[src/rtl/output_buffer_sequencer_pkg.sv]
// Shared types and sizing helpers for the output buffer sequencer.
// Beat count per block and counter widths derive from block parameters.
package output_buffer_sequencer_pkg;

  typedef enum logic {
    IDLE   = 1'b0,
    ACTIVE = 1'b1
  } state_t;

  localparam int DEF_PACKET_SIZE   = 8;
  localparam int DEF_MYBUFFER_SIZE = 40;

  // Stream beats needed to carry one block.
  function automatic int beats_f(input int mb, input int ps);
    return (mb + ps - 1) / ps;
  endfunction

  // Bits to hold values 0..n-1, never less than one.
  function automatic int cnt_w(input int n);
    return (n <= 2) ? 1 : $clog2(n);
  endfunction

endpackage

[src/rtl/output_buffer_sequencer_if.sv]
// Upscaler handshake, output buffer word and monitored stream signals.
// The sequencer sits on the slave side; the environment on master.
interface output_buffer_sequencer_if #(
  parameter int W = 40
);
  logic [W-1:0] in_data;
  logic         in_valid;
  logic         in_ready;
  logic [W-1:0] buf_data;
  logic         buf_valid;
  logic         tvalid;
  logic         tready;
  logic         tlast;

  modport master (
    output in_data, in_valid, tvalid, tready, tlast,
    input  in_ready, buf_data, buf_valid
  );

  modport slave (
    input  in_data, in_valid, tvalid, tready, tlast,
    output in_ready, buf_data, buf_valid
  );
endinterface

[src/rtl/output_buffer_sequencer_monitor.sv]
// Watches the output stream while a block is presented: counts beats,
// finds the final handshake, flags wrong length and stalled streams.
module output_stream_monitor #(
  parameter int BEATS   = 5,
  parameter int TIMEOUT = 1024,
  parameter int BW      = 3,
  parameter int WW      = 11
) (
  input  logic          clk,
  input  logic          rst,
  input  logic          tvalid_i,
  input  logic          tready_i,
  input  logic          tlast_i,
  input  logic          active_i,
  output logic [BW-1:0] beat_cnt_o,
  output logic          last_hs_o,
  output logic          len_err_o,
  output logic          stall_err_o
);

  logic          beat;
  logic [BW-1:0] beat_cnt_q;
  logic [WW-1:0] wd_q;
  logic          len_err_q;
  logic          stall_err_q;

  assign beat        = tvalid_i & tready_i;
  assign last_hs_o   = active_i & beat & tlast_i;
  assign beat_cnt_o  = beat_cnt_q;
  assign len_err_o   = len_err_q;
  assign stall_err_o = stall_err_q;

  // Beats of the current block; saturates so overlong blocks stay wrong.
  always_ff @(posedge clk or posedge rst) begin
    if (rst) begin
      beat_cnt_q <= '0;
    end else if (!active_i || last_hs_o) begin
      beat_cnt_q <= '0;
    end else if (beat && beat_cnt_q != BW'(BEATS)) begin
      beat_cnt_q <= beat_cnt_q + 1'b1;
    end
  end

  // Sticky: final handshake arrived on the wrong beat.
  always_ff @(posedge clk or posedge rst) begin
    if (rst) begin
      len_err_q <= 1'b0;
    end else if (last_hs_o && beat_cnt_q != BW'(BEATS - 1)) begin
      len_err_q <= 1'b1;
    end
  end

  // Idle-cycle watchdog while presenting; any beat restarts it.
  always_ff @(posedge clk or posedge rst) begin
    if (rst) begin
      wd_q <= '0;
    end else if (!active_i || beat) begin
      wd_q <= '0;
    end else if (wd_q != WW'(TIMEOUT)) begin
      wd_q <= wd_q + 1'b1;
    end
  end

  // Sticky: watchdog reached its limit; the block keeps waiting.
  always_ff @(posedge clk or posedge rst) begin
    if (rst) begin
      stall_err_q <= 1'b0;
    end else if (active_i && !beat && wd_q == WW'(TIMEOUT - 1)) begin
      stall_err_q <= 1'b1;
    end
  end

endmodule

[src/rtl/output_buffer_sequencer.sv]
// Captures one upscaler block at a time, holds it for the output buffer
// until the stream's final beat, and tracks blocks and frames.
import output_buffer_sequencer_pkg::*;

module output_buffer_sequencer #(
  parameter int PACKET_SIZE      = 8,
  parameter int NROWS            = 2,
  parameter int ROW_LENGTH       = 20,
  parameter int MYBUFFER_SIZE    = 40,
  parameter int BLOCKS_PER_FRAME = 4,
  parameter int TIMEOUT          = 1024
) (
  input  logic        aclk,
  input  logic        areset,
  input  logic        enable,
  output_buffer_sequencer_if.slave bus,
  output logic        sof,
  output logic        frame_done,
  output logic [15:0] frame_cnt,
  output logic        len_err,
  output logic        stall_err
);

  localparam int BEATS = beats_f(MYBUFFER_SIZE, PACKET_SIZE);
  localparam int BW    = cnt_w(BEATS + 1);
  localparam int KW    = cnt_w(BLOCKS_PER_FRAME);
  localparam int WW    = cnt_w(TIMEOUT + 1);

  if (MYBUFFER_SIZE != NROWS * ROW_LENGTH) begin : g_bad_geom
    $error("MYBUFFER_SIZE must equal NROWS*ROW_LENGTH");
  end

  state_t                   state_q;
  logic [MYBUFFER_SIZE-1:0] buf_data_q;
  logic                     buf_valid_q;
  logic [KW-1:0]            block_cnt_q;
  logic                     frame_done_q;
  logic [15:0]              frame_cnt_q;
  logic [BW-1:0]            beat_cnt;
  logic                     last_hs;
  logic                     in_ready;
  logic                     unused_beat_cnt;

  assign in_ready        = !areset && state_q == IDLE && enable;
  assign bus.in_ready    = in_ready;
  assign bus.buf_data    = buf_data_q;
  assign bus.buf_valid   = buf_valid_q;
  assign sof             = buf_valid_q && block_cnt_q == '0;
  assign frame_done      = frame_done_q;
  assign frame_cnt       = frame_cnt_q;
  assign unused_beat_cnt = ^beat_cnt;

  output_stream_monitor #(
    .BEATS   (BEATS),
    .TIMEOUT (TIMEOUT),
    .BW      (BW),
    .WW      (WW)
  ) u_mon (
    .clk         (aclk),
    .rst         (areset),
    .tvalid_i    (bus.tvalid),
    .tready_i    (bus.tready),
    .tlast_i     (bus.tlast),
    .active_i    (state_q == ACTIVE),
    .beat_cnt_o  (beat_cnt),
    .last_hs_o   (last_hs),
    .len_err_o   (len_err),
    .stall_err_o (stall_err)
  );

  // Capture/present FSM with block and frame bookkeeping.
  always_ff @(posedge aclk or posedge areset) begin
    if (areset) begin
      state_q      <= IDLE;
      buf_data_q   <= '0;
      buf_valid_q  <= 1'b0;
      block_cnt_q  <= '0;
      frame_done_q <= 1'b0;
      frame_cnt_q  <= '0;
    end else begin
      frame_done_q <= 1'b0;
      unique case (state_q)
        IDLE: begin
          if (bus.in_valid && in_ready) begin
            buf_data_q  <= bus.in_data;
            buf_valid_q <= 1'b1;
            state_q     <= ACTIVE;
          end
        end
        ACTIVE: begin
          if (last_hs) begin
            buf_valid_q <= 1'b0;
            state_q     <= IDLE;
            if (block_cnt_q == KW'(BLOCKS_PER_FRAME - 1)) begin
              block_cnt_q  <= '0;
              frame_done_q <= 1'b1;
              frame_cnt_q  <= frame_cnt_q + 1'b1;
            end else begin
              block_cnt_q <= block_cnt_q + 1'b1;
            end
          end
        end
        default: state_q <= IDLE;
      endcase
    end
  end

endmodule

[src/flat_wrapper.sv]
// flat-port wrapper written by rule: the top's interface ports become plain ports
module output_buffer_sequencer_flat 
#(
  parameter int PACKET_SIZE      = 8,
  parameter int NROWS            = 2,
  parameter int ROW_LENGTH       = 20,
  parameter int MYBUFFER_SIZE    = 40,
  parameter int BLOCKS_PER_FRAME = 4,
  parameter int TIMEOUT          = 1024
)
  (aclk, areset, enable, sof, frame_done, frame_cnt, len_err, stall_err, bus_in_data, bus_in_valid, bus_tvalid, bus_tready, bus_tlast, bus_in_ready, bus_buf_data, bus_buf_valid);
  output_buffer_sequencer_if #(.W(40)) bus_i ();
  input  logic aclk;
  input  logic areset;
  input  logic enable;
  output logic sof;
  output logic frame_done;
  output logic [15:0] frame_cnt;
  output logic len_err;
  output logic stall_err;
  input wire logic [$bits(bus_i.in_data)-1:0] bus_in_data;
  input wire logic [$bits(bus_i.in_valid)-1:0] bus_in_valid;
  input wire logic [$bits(bus_i.tvalid)-1:0] bus_tvalid;
  input wire logic [$bits(bus_i.tready)-1:0] bus_tready;
  input wire logic [$bits(bus_i.tlast)-1:0] bus_tlast;
  output wire logic [$bits(bus_i.in_ready)-1:0] bus_in_ready;
  output wire logic [$bits(bus_i.buf_data)-1:0] bus_buf_data;
  output wire logic [$bits(bus_i.buf_valid)-1:0] bus_buf_valid;
  assign bus_i.in_data = bus_in_data;
  assign bus_i.in_valid = bus_in_valid;
  assign bus_i.tvalid = bus_tvalid;
  assign bus_i.tready = bus_tready;
  assign bus_i.tlast = bus_tlast;
  assign bus_in_ready = bus_i.in_ready;
  assign bus_buf_data = bus_i.buf_data;
  assign bus_buf_valid = bus_i.buf_valid;
  output_buffer_sequencer #(.PACKET_SIZE(PACKET_SIZE), .NROWS(NROWS), .ROW_LENGTH(ROW_LENGTH), .MYBUFFER_SIZE(MYBUFFER_SIZE), .BLOCKS_PER_FRAME(BLOCKS_PER_FRAME), .TIMEOUT(TIMEOUT)) u_core (.aclk(aclk), .areset(areset), .enable(enable), .bus(bus_i), .sof(sof), .frame_done(frame_done), .frame_cnt(frame_cnt), .len_err(len_err), .stall_err(stall_err));
endmodule
[config.mk]
export PLATFORM = sky130hd
export DESIGN_NAME = output_buffer_sequencer_flat
export DESIGN_NICKNAME = d
export VERILOG_FILES = /design/src/rtl/output_buffer_sequencer_pkg.sv /design/src/rtl/output_buffer_sequencer_if.sv /design/src/rtl/output_buffer_sequencer_monitor.sv /design/src/rtl/output_buffer_sequencer.sv /design/src/flat_wrapper.sv
export SDC_FILE = /design/constraint.sdc
export NUM_CORES = 1
export LEC_CHECK = 0
export ABC_AREA = 1
export CORE_MARGIN = 10
export CORE_UTILIZATION = 25
export CTS_BUF_LIST = sky130_fd_sc_hd__clkbuf_4 sky130_fd_sc_hd__clkbuf_8 sky130_fd_sc_hd__clkbuf_16
export DETAILED_ROUTE_END_ITERATION = 7
export HOLD_SLACK_MARGIN = 0.08
export SLEW_MARGIN = 30
export SYNTH_ARGS = -nofsm -noshare
export SYNTH_HDL_FRONTEND = slang
export SYNTH_SLANG_ARGS = --single-unit
[constraint.sdc]
create_clock -name aclk -period 6.5 [get_ports aclk]
set_input_delay 0.975 -clock aclk [delete_from_list [all_inputs] [get_ports aclk]]
set_output_delay 0.975 -clock aclk [all_outputs]
set_load 0.005 [all_outputs]
==> impl_metrics.csv <==
group,metric,value,unit
clock_network,clkTransAtPathRegs,60,ps
pwr,pwr-share-seq,0.387,
finish,antenna_cells,0,
finish,syn_to_final_growth,46.81,%
logic_synthesis,synth_cell_types,27,
min_path,hold_class,"flip-flop to flip-flop",
clock_network,ctsResizeCount,0,
die,start_util,0.2535,
placed_design,io_buffers,108,
sta,slew_violations,0,
die,dieArea,19090,µm²
flow_run,drv_cap,0,
logic_synthesis,yosys.area_share.simple,0.3082,
die,ios,109,
critical_path,required,5520,ps
finish,nets,575,
sta,tns,0,ps
sta,min_period,3567,ps
critical_path,cp-start-kind,"input pin",
sta,maxSlewHeadroom,0.5303,
global_route,grt_antenna_before_repair,0,
clock_network,numCtsBuffers,9,
global_route,grt_usage,0.09981,
global_route,overflow,0,
logic_synthesis,synth-xor-area-share,0.03011,
pwr,power.density,365.3,nW/µm²
clock_network,cts_tree,"done",
global_route,grt_start_max_net_pins,78,
route,route.detailed.wl_per_inst,13.33,µm
logic_synthesis,post_synth.cell_area_avg,8.514,µm²
critical_path,crit_type,"input pin to output port",
logic_synthesis,syn_nets,465,
die,coreArea,13770,µm²
pwr,comb_power_share,0.298,
route,drtPass1Iterations,4,
logic_synthesis,muxShareOfSynthArea,0,
logic_synthesis,synth_top_family_by_area,"simple AND/OR/NAND/NOR gates",
placed_design,place_inst,689,
placed_design,place.gp.congestion,0.7723,
sta,rsz0062_at_grt,"false",
sta,setup_violations,0,
route,vias_per_cell,4.308,
status,status,"finished clean",
die,fp.dieH,138.2,µm
critical_path,cp_max_fo,42,
sta,tightest_slew,704.6,ps
clock_network,htreeDepth,3,
logic_synthesis,ys_ff_latch,77,
pwr,internal-power,0.001348,W
pwr,power_leakage,2.407,nW
die,num_rows,43,
route,drt_iter0_drc,162,
clock_network,cts-root-buf,"clkbuf_16",
logic_synthesis,synth_area,3491,µm²
logic_synthesis,synth-compound-area-share,0.02724,
sta,period_share,0.5488,
logic_synthesis,synth_warnings,0,
pwr,ir_drop,0.1859,mV
route,drcViolationCount,0,
sta,holdWs,469.4,ps
logic_synthesis,synth_fa_ha_area_frac,0.02867,
clock_network,clkLatencyLatePin,340,ps
finish,final_cells,704,
route,final_antenna_net_count,0,
global_route,grt_pass1_vias,3141,
clock_network,hold_buffers,0,
pwr,switching_share,0.2802,
sta,fmax,280.3,MHz
global_route,grt_pass1_wl,15990,µm
critical_path,endpoint_kind,"output port",
sta,finalClockSkew,3.581,ps
clock_network,postCtsSetupBuffers,0,
clock_network,max-clock-path-buffers,2,
route,num_vias,3033,
logic_synthesis,yosysSeqAreaShare,0.5520,
sta,hold_violations,0,
clock_network,cts.sinks,77,
logic_synthesis,syn_inst,410,
die,dieWidth,138.2,µm
critical_path,arrival,2590,ps
finish,drive_gt1_frac,0.06679,
placed_design,hpwlAfterDp,6793,µm
pwr,p_sw,0.0005245,W
route,wirelength,9382,µm
pwr,clkPwrFrac,0.315,
synth_stat cells (all sizes together):
cell type | instances | area [µm²]
a211oi | 1 | 7.510
a21boi | 1 | 7.510
a21oi | 5 | 25.02
buf | 7 | 35.03
clkbuf | 6 | 22.52
dfrtp | 77 | 1927
ha | 8 | 100.1
inv | 34 | 130.1
nand2 | 151 | 576.8
nand3 | 53 | 265.3
nand3b | 1 | 7.510
nand4 | 6 | 37.54
nor2 | 32 | 147.6
nor3 | 5 | 35.03
o21ai | 8 | 40.04
o21bai | 1 | 7.510
o31ai | 1 | 7.510
or2 | 1 | 6.260
xnor2 | 6 | 52.55
xor2 | 6 | 52.55
worst max-delay path: stages:
cell and delay [ps]:
clkdlybuf4s50_1 420, clkinv_2 90, nand2_1 60, nor2_2 70, buf_4 370, clkdlybuf4s50_1 590
flip-flops by register name (all words and copies together) (netlist names):
signal / count
u_core.bus.buf_data: 40
u_core.u_mon.len_err_o: 1
u_core.state_q: 1
u_core.u_mon.stall_err_o: 1
u_core.bus.buf_valid: 1
u_core.block_cnt_q: 2
u_core.u_mon.beat_cnt_o: 3
u_core.frame_cnt: 16
u_core.u_mon.wd_q: 11
u_core.frame_done: 1
layout make-up:
type	instances	area, µm²
clock buffer	11	252.7
clock inverter	4	95.09
fill	1420	8648
inverter	34	131.4
multi-input combinational	286	1379
sequential	77	1927
tap	180	225.2
timing repair buffer	112	1115
routing by layer:
metal | share of wire | GRT usage | vias to the layer above
met2 | 0.45 | 0.1514 | 81
met1 | 0.44 | 0.1154 | 1424
li1 | - | - | 1518
met3 | 0.10 | 0.05959 | 10
met5 | 0 | 0 | -
met4 | 0.0095 | 0.02997 | 0
worst paths after layout:
path,startpoint,slack (ps),endpoint,cells past startpoint
hold / removal,u_core.bus.buf_data[20]$_DFFE_PP0P_,470,u_core.bus.buf_data[20]$_DFFE_PP0P_,2
max in group asynchronous,areset,4810,u_core.bus.buf_data[11]$_DFFE_PP0P_,3
setup reg to reg,u_core.state_q$_DFF_PP0_,4850,u_core.bus.buf_data[17]$_DFFE_PP0P_,6
setup / recovery,areset,2930,bus_in_ready,6
min in group asynchronous,areset,1210,u_core.bus.buf_data[27]$_DFFE_PP0P_,3
hold reg to reg,u_core.bus.buf_data[20]$_DFFE_PP0P_,470,u_core.bus.buf_data[20]$_DFFE_PP0P_,2
cells in the final DEF (no fill, tap or decap), types with 2 or more instances in the layout:
cell type and count:
a21oi_1 5, buf_4 3, bufinv_16 3, clkbuf_16 9
clkbuf_8 2, clkdlybuf4s50_1 108, clkinv_2 2, dfrtp_1 77
ha_1 8, inv_1 31, nand2_1 149, nand3_1 53
nand4_1 6, nor2_1 24, nor2_2 6, nor2_4 2
nor3_1 3, nor3_2 2, o21ai_0 8, xnor2_1 6
xor2_1 6
through the flow:
stage / utilization / instance area, µm² / setup slack (ps) / power (W)
5_1_grt: 0.3721 / 5125 / 2843 / 0.002009
4_1_cts: 0.3721 / 5125 / 2900 / 0.001905
2_1_floorplan: - / 3491 / 2349 / 0.0009246
6_report: 0.3721 / 5125 / 2933 / 0.001872
3_5_place_dp: 0.3468 / 4777 / 2907 / 0.001303
3_3_place_gp: 0.3466 / 4773 / 2918 / 0.001289
power groups by stage:
stage	Clock (W)	Combinational [W]	Sequential [W]
global route	0.000631	0.000630	0.000747
global placement	0	0.000565	0.000724
finish	0.000590	0.000558	0.000724
floorplan	0	0.000195	0.000729
detailed placement	0	0.000570	0.000733
CTS	0.000603	0.000574	0.000728
cells by family after synthesis:
group	Yosys count
AOI/OAI and AO/OA	17
xor gates and xnor gates	12
adders and majority gates	8
DFF	77
and+or+nand+nor	249
buffers and inverters	47
(Power assumes the default switching activity.)
